## src/rtl/muladd_pkg.sv

```systemverilog
// Shared types and helpers for the sequential multiply-add unit.
package muladd_pkg;

  typedef enum logic [1:0] {
    IDLE = 2'd0,
    RUN  = 2'd1,
    DONE = 2'd2
  } state_t;

  // Width of the iteration counter for an n-bit operand.
  function automatic int CNT_W(input int n);
    return (n > 1) ? $clog2(n) : 1;
  endfunction

endpackage

```

## src/rtl/muladd_step.sv

```systemverilog
// One shift-and-add iteration: conditionally add the multiplicand, then
// advance the multiplicand left and the multiplier right by one bit.
module muladd_step #(
  parameter int N = 8
) (
  input  logic [2*N-1:0] acc,
  input  logic [2*N-1:0] mcand,
  input  logic [N-1:0]   mplr,
  output logic [2*N-1:0] acc_next,
  output logic [2*N-1:0] mcand_next,
  output logic [N-1:0]   mplr_next
);

  // The accumulator cannot wrap: the largest reachable sum is 2^2N - 2^N.
  always_comb begin
    acc_next   = mplr[0] ? (acc + mcand) : acc;
    mcand_next = mcand << 1;
    mplr_next  = mplr >> 1;
  end

endmodule

```

## src/rtl/seq_mul_add.sv

```systemverilog
// Iterative multiply-accumulate: result = q_in * b_in + r_in, one bit per cycle.
// Optional overflow flag enabled by defining SEQ_MUL_ADD_OVF_EN.
//
//   state | meaning
//   IDLE  | ready high, waiting for start
//   RUN   | N shift-and-add iterations, cnt counts 0..N-1
//   DONE  | done pulse, result just updated; returns to IDLE
module seq_mul_add
  import muladd_pkg::*;
#(
  parameter int N = 8
) (
  input  logic           clk,
  input  logic           rst_n,
  input  logic           start,
  input  logic [N-1:0]   q_in,
  input  logic [N-1:0]   b_in,
  input  logic [N-1:0]   r_in,
  output logic           ready,
  output logic           done,
  output logic [2*N-1:0] result
`ifdef SEQ_MUL_ADD_OVF_EN
  ,
  output logic           ovf
`endif
);

  localparam int CW = CNT_W(N);

  state_t         state, state_next;
  logic [2*N-1:0] acc, mcand;
  logic [N-1:0]   mplr;
  logic [CW-1:0]  cnt;
  logic [2*N-1:0] acc_step, mcand_step;
  logic [N-1:0]   mplr_step;
  logic           accept, last_iter;

  muladd_step #(.N(N)) u_step (
    .acc        (acc),
    .mcand      (mcand),
    .mplr       (mplr),
    .acc_next   (acc_step),
    .mcand_next (mcand_step),
    .mplr_next  (mplr_step)
  );

  // State register.
  always_ff @(posedge clk or negedge rst_n) begin
    if (!rst_n) state <= IDLE;
    else        state <= state_next;
  end

  // Next-state logic and handshake outputs.
  always_comb begin
    state_next = state;
    ready      = 1'b0;
    done       = 1'b0;
    accept     = 1'b0;
    last_iter  = 1'b0;
    unique case (state)
      IDLE: begin
        ready  = 1'b1;
        accept = start;
        if (start) state_next = RUN;
      end
      RUN: begin
        last_iter = (cnt == CW'(N - 1));
        if (last_iter) state_next = DONE;
      end
      DONE: begin
        done       = 1'b1;
        state_next = IDLE;
      end
      default: state_next = IDLE;
    endcase
  end

  // Operand latch on acceptance, then one iteration per RUN cycle.
  always_ff @(posedge clk or negedge rst_n) begin
    if (!rst_n) begin
      acc   <= '0;
      mcand <= '0;
      mplr  <= '0;
      cnt   <= '0;
    end else if (accept) begin
      acc   <= {{N{1'b0}}, r_in};
      mcand <= {{N{1'b0}}, b_in};
      mplr  <= q_in;
      cnt   <= '0;
    end else if (state == RUN) begin
      acc   <= acc_step;
      mcand <= mcand_step;
      mplr  <= mplr_step;
      cnt   <= cnt + CW'(1);
    end
  end

  // Result register loads only on the edge that enters DONE.
  always_ff @(posedge clk or negedge rst_n) begin
    if (!rst_n)         result <= '0;
    else if (last_iter) result <= acc_step;
  end

`ifdef SEQ_MUL_ADD_OVF_EN
  // Overflow: the result does not fit back into N bits; held with result.
  always_ff @(posedge clk or negedge rst_n) begin
    if (!rst_n)         ovf <= 1'b0;
    else if (last_iter) ovf <= |acc_step[2*N-1:N];
  end
`endif

endmodule

```

## config.mk

```make
export PLATFORM = sky130hd
export DESIGN_NAME = seq_mul_add
export DESIGN_NICKNAME = d
export VERILOG_FILES = /design/src/rtl/muladd_pkg.sv /design/src/rtl/muladd_step.sv /design/src/rtl/seq_mul_add.sv
export SDC_FILE = /design/constraint.sdc
export NUM_CORES = 1
export LEC_CHECK = 0
export CORE_ASPECT_RATIO = 1.75
export CORE_MARGIN = 2
export CORE_UTILIZATION = 54
export DETAILED_ROUTE_END_ITERATION = 12
export GPL_ROUTABILITY_DRIVEN = 0
export GPL_TIMING_DRIVEN = 0
export PLACE_DENSITY = 0.83
export SLEW_MARGIN = 10
export SYNTH_ARGS = -nofsm -noshare
export SYNTH_HDL_FRONTEND = slang
export SYNTH_SLANG_ARGS = --single-unit
export TNS_END_PERCENT = 10
```

## constraint.sdc

```tcl
create_clock -name clk -period 6.4 [get_ports clk]
set_clock_uncertainty 0.1 [all_clocks]
set_input_delay 1.28 -clock clk [delete_from_list [all_inputs] [get_ports clk]]
set_output_delay 1.28 -clock clk [all_outputs]
set_load 0.01 [all_outputs]
```

## Yosys cells after proc, flatten, opt, wreduce, memory -nomap -nowiden

Index checks and enable logic that the tools add are counted.
W data, S select, Z words.

- Add/sub/neg operators: 2
- Eq/ne operators: 5
- Muxes and demuxes: 16
- Reduce and logical (&&, ||, !) cells: 3

Operator list:

| cell | number |
|---|---|
| $mux W16 | 5 |
| $add A16 B16 Y16 | 1 |
| $mux W8 | 2 |
| $mux W3 | 2 |
| $mux W1 | 4 |
| $mux W2 | 2 |
| $ne A2 B2 Y1 const B | 2 |
| $pmux W2 S2 | 1 |
| $add A3 B1 Y3 const B | 1 |
| $eq A3 B3 Y1 const B | 1 |
| $eq A2 B1 Y1 const B | 1 |
| $eq A2 B2 Y1 const B | 1 |
| $logic_not A2 Y1 | 1 |
| $reduce_and A2 Y1 | 1 |
| $reduce_bool A2 Y1 | 1 |

- Register bits after elaboration: 61
- Input port bits: 27
- Output and inout port bits: 18
- Word-level logic and storage cells: 32

## Depth between registers and ports, before layout

- Word-level depth: 4
- Depth in mapped cells: 8
- Gate-level depth less buffers: 8

## By module

Synthesis repeated with hierarchy kept, for this count alone.

- Cells, all modules: 366
- Area total of the unflattened synthesis: 4,088.9 um^2

By module, submodules not included:

| module | times used | cells each | area each (um^2) | seq. area each (um^2) |
|---|---|---|---|---|
| seq_mul_add | 1 | 226 | 2,942.8 | 1,526.5 |
| muladd_step | 1 | 140 | 1,146.1 | 0.0 |

## Worst setup path before layout

Ideal clock, no wire load.

- Path kind: input port to flip-flop
- Start point: input port start
- End point: register mplr[0]
- Library setup time: 0.066 ns
- Arrival: 2.278 ns
- Data required time: 6.234 ns
- Setup slack: 3.956 ns
- Stages: 6
- Buffers on the path: 2
- Cells stage by stage: and2_1 > clkbuf_1 > nor2_1 > buf_2 > nand2_1 > nand2_1

- Longest elaborated chain between the ends: 2
- Elaborated cells between the ends (all ways): 3
- Those cells by class: mux: 2; reduce/logical: 1

RTL lines:

| element | RTL line | RTL |
|---|---|---|
| start, declared | seq_mul_add.sv:15 | `input logic start,` |
| $mux W1 (*) | seq_mul_add.sv:60 | `unique case (state)` |
| $mux W8 or $reduce_bool A2 Y1 (tied branches) | - |  |
| end signal, assigned | seq_mul_add.sv:88 | `mplr <= q_in;` |
| end signal, assigned | seq_mul_add.sv:93 | `mplr <= mplr_step;` |
| end, declared | seq_mul_add.sv:32 | `logic [N-1:0] mplr;` |

Every way passes the cells marked *; elsewhere a longest branch is shown, timed or not.
A chain may end at the register's enable or synchronous reset.

## Final worst setup path

- Start point: register state[0]
- End point: output port ready

- Longest elaborated chain between the ends: 2

RTL lines:

| element | RTL line | RTL |
|---|---|---|
| start, declared | seq_mul_add.sv:30 | `state_t state, state_next;` |
| start signal, assigned | seq_mul_add.sv:50 | `else state <= state_next;` |
| $logic_not A2 Y1 | seq_mul_add.sv:60 |  |
| $mux W1 | seq_mul_add.sv:60 |  |
| end, declared | seq_mul_add.sv:19 | `output logic ready,` |

Every way passes these cells.

==> flow_summary.yaml <==
finish:
  stdcell_count: 507
  layout-drive-gt1-share_pct: 7.494
  syn_to_final_growth_pct: 22.21
  multi_input_area_um2: 1740
  n_antenna_cell: 0
  fin_util_pct: 67.14
  final_cell_area_um2: 4118
  seqCellArea_um2: 1526
  final_nets: 467
  nFillCells: 497
setup_path:
  endpoint_kind: "output pin"
  slowest_stage: "clkdlybuf4s50_1"
  rr_startpoint: "mcand[0]"
  cpPeakStageDelay_ps: 560
  rr_endpoint: "result[12]"
  r2r_slack_ps: 3690
  worst-path-buf-inv: 1
  crit_family: "buffers and inverters"
  start_kind: "flop"
  worstPathArrival_ps: 1490
  worst-r2r-cell-count: 8
  critPathKind: "flop to output pin"
  cp_data_required_time_ps: 5020
  path_cells: "nor2_1, clkdlybuf4s50_1"
  worstPathMaxFanout: 4
global_routing:
  overflow: 0
  grt_use_total_pct: 24.86
  grt_max_degree: 62
  grt_pass1_wl_um: 13040
  grt_pass1_vias: 2921
  antenna_found_initial: 0
routing:
  drc: 0
  drtIter0Drc: 148
  avgViaCountPerCell: 5.714
  vias: 2897
  totalWireLength_um: 7853
  ant_nets: 0
  routedWlPerCell_um: 15.49
  dr.pass1.iters: 4
power:
  p_comb_share_pct: 52.6
  swShare_pct: 42.96
  peakVddDrop_mv: 0.2353
  p_sw_mw: 0.9505
  internal_power_mw: 1.262
  power_density_nw_per_um2: 537.3
  p_leak_nw: 1.856
  p_clk_share_pct: 16.3
  total_power_mw: 2.213
  p_seq_share_pct: 31.1
synthesis:
  synth-main-ff-cell: "dfrtp_1"
  syn_area_um2: 3369
  ys_ff_latch: 61
  seq_area_frac_synth_pct: 45.30
  ys_types: 45
  synth_area_leaders: "dfrtp_1 (45%), nand2_1 (10%), ha_1 (6.3%)"
  yosysTopAreaCell: "dfrtp_1"
  syn_inst: 367
  synth_edf_count: 0
  syn_nets: 412
  async_flop_share_pct: 100.0
  synth_top_cell_area_share_pct: 45.30
  yosys_warnings: 0
  syn_area_per_cell_um2: 9.181
floorplanning:
  io_pins: 45
  die_height_um: 108.5
  start_util_pct: 54.94
  dieArea_um2: 6912
  die_w_um: 63.71
  core_um2: 6133
  rows: 38
clock_network:
  cts.repair.resized: 0
  cts_root_buf: "clkbuf_8"
  post-cts-setup-buffer-count: 0
  cts_buffers: 9
  clock_latency_ps: 350
  tritoncts: "yes"
  path_clk_slew_ps: 60
  clock-sinks: 61
  cts_max_path_buffers: 2
  ctsHoldBuffers: 0
  htree_levels: 3
timing:
  fmax_ghz: 0.3480
  hold_violations: 0
  slew_viol_final: 0
  setup_viol: 0
  fin_crit_ps: 2874
  worst_slack_ps: 3526
  hold_slack_ps: 375.8
  tightest_slew_ps: 755.4
  layout_worst_path_cycle_share_pct: 44.90
  rsz0062_at_grt: "no"
  fin_tns_setup_ps: 0
  slew_headroom_pct: 49.64
place:
  io_buffer_count: 44
  dp_hpwl_um: 5826
  dp.cells: 491
  post_dp_cell_area_um2: 3908
  pre_cts_ws_ps: 3164
hold_path:
  min_from: "result[2]"
  min_path_type: "flop to flop"
  min_path_cells: 2
  hold_path_end: "result[2]"
flow_run:
  maxCapViolations: 0
status:
  status: "completed"
[cells in the final DEF, fill, tap and decap left out, types with 5 or more instances in the layout]
cell type,Yosys,final
nand3_1,10,10
dfrtp_1,61,61
clkbuf_8,0,12
clkbuf_1,17,17
nor2_1,9,9
a21oi_1,19,19
xnor2_1,10,10
mux2i_1,11,11
nor3b_1,5,5
o21ai_0,36,36
clkdlybuf4s50_1,0,43
ha_1,17,17
nand4_1,5,5
a22oi_1,21,21
nand2_1,94,94
[area by class of cell]
class / count / area share (%)
clock buffer: 12 / 4.011
tap: 80 / 2.431
sequential: 61 / 37.07
buffer: 22 / 2.127
multi-input combinational: 280 / 42.27
clock inverter: 4 / 1.094
inverter: 4 / 0.3646
timing repair buffer: 44 / 10.64
[cell usage after synthesis (2+ instances only)]
library cell / number
nor2b_1: 2
a22oi_1: 21
and2_1: 2
a211oi_2: 2
a21oi_1: 19
o21ai_1: 3
xor2_1: 3
buf_2: 4
mux2i_1: 11
a22o_1: 3
nor3b_1: 5
xnor2_1: 10
nand4_1: 5
dfrtp_1: 61
o21ai_0: 36
nand3b_1: 2
a21o_1: 3
a221o_1: 2
clkbuf_1: 17
nand3_1: 10
nor2_1: 9
nand2_1: 94
mux2_2: 2
nand2b_1: 2
inv_1: 3
ha_1: 17
[worst max-delay path by stage]
stage / start / to / slack, ps / cells past startpoint
after floorplan: start / mplr[0] / 3960 / 6
after global placement: rst_n / result[12] / 2090 / 1
after detailed placement: start / mplr[0] / 3160 / 7
after CTS: state[0] / ready / 3510 / 2
after global routing: start / mplr[0] / 3350 / 7
final: state[0] / ready / 3530 / 2
[sequential cells by signal, summed over array words and instances (netlist names)]
register  count
acc          16
cnt           3
mcand        16
mplr          8
result       16
state         2
[power groups by stage]
| stage | clock (mW) | combinational, mW | sequential [mW] |
|---|---|---|---|
| after floorplan | 0 | 0.817 | 0.680 |
| after global placement | 0 | 1.12 | 0.684 |
| after detailed placement | 0 | 1.15 | 0.693 |
| after CTS | 0.360 | 1.16 | 0.687 |
| after global routing | 0.377 | 1.30 | 0.709 |
| final | 0.360 | 1.16 | 0.688 |
[cells by family after synthesis]
family                     share of synthesized area (%)
AOI/OAI and AO/OA                                  19.98
xor gates and xnor gates                           3.379
adders and majority gates                          6.907
buffers and inverters                              3.045
DFF                                                45.30
muxes                                              3.936
and+or+nand+nor                                    17.45
[layer usage]
metal | GRT usage [%] | wire [µm] | up-vias
met1 | 27.03 | 3156 | 1398
met2 | 43.76 | 4173 | 69
met4 | 15.99 | 233 | 0
met3 | 4.683 | 288 | 20
met5 | 0 | 0 | -
li1 | - | - | 1410
[worst reg2reg max path: stages, from the launching register on]
cell and delay [ps]:
dfrtp_1 430, ha_1 260, fa_1 440, a21oi_1 230, o21ai_0 180, a211oi_2 400, o21bai_2 160, or3_1 370
nand3_1 80
(Power assumes the default switching activity.)
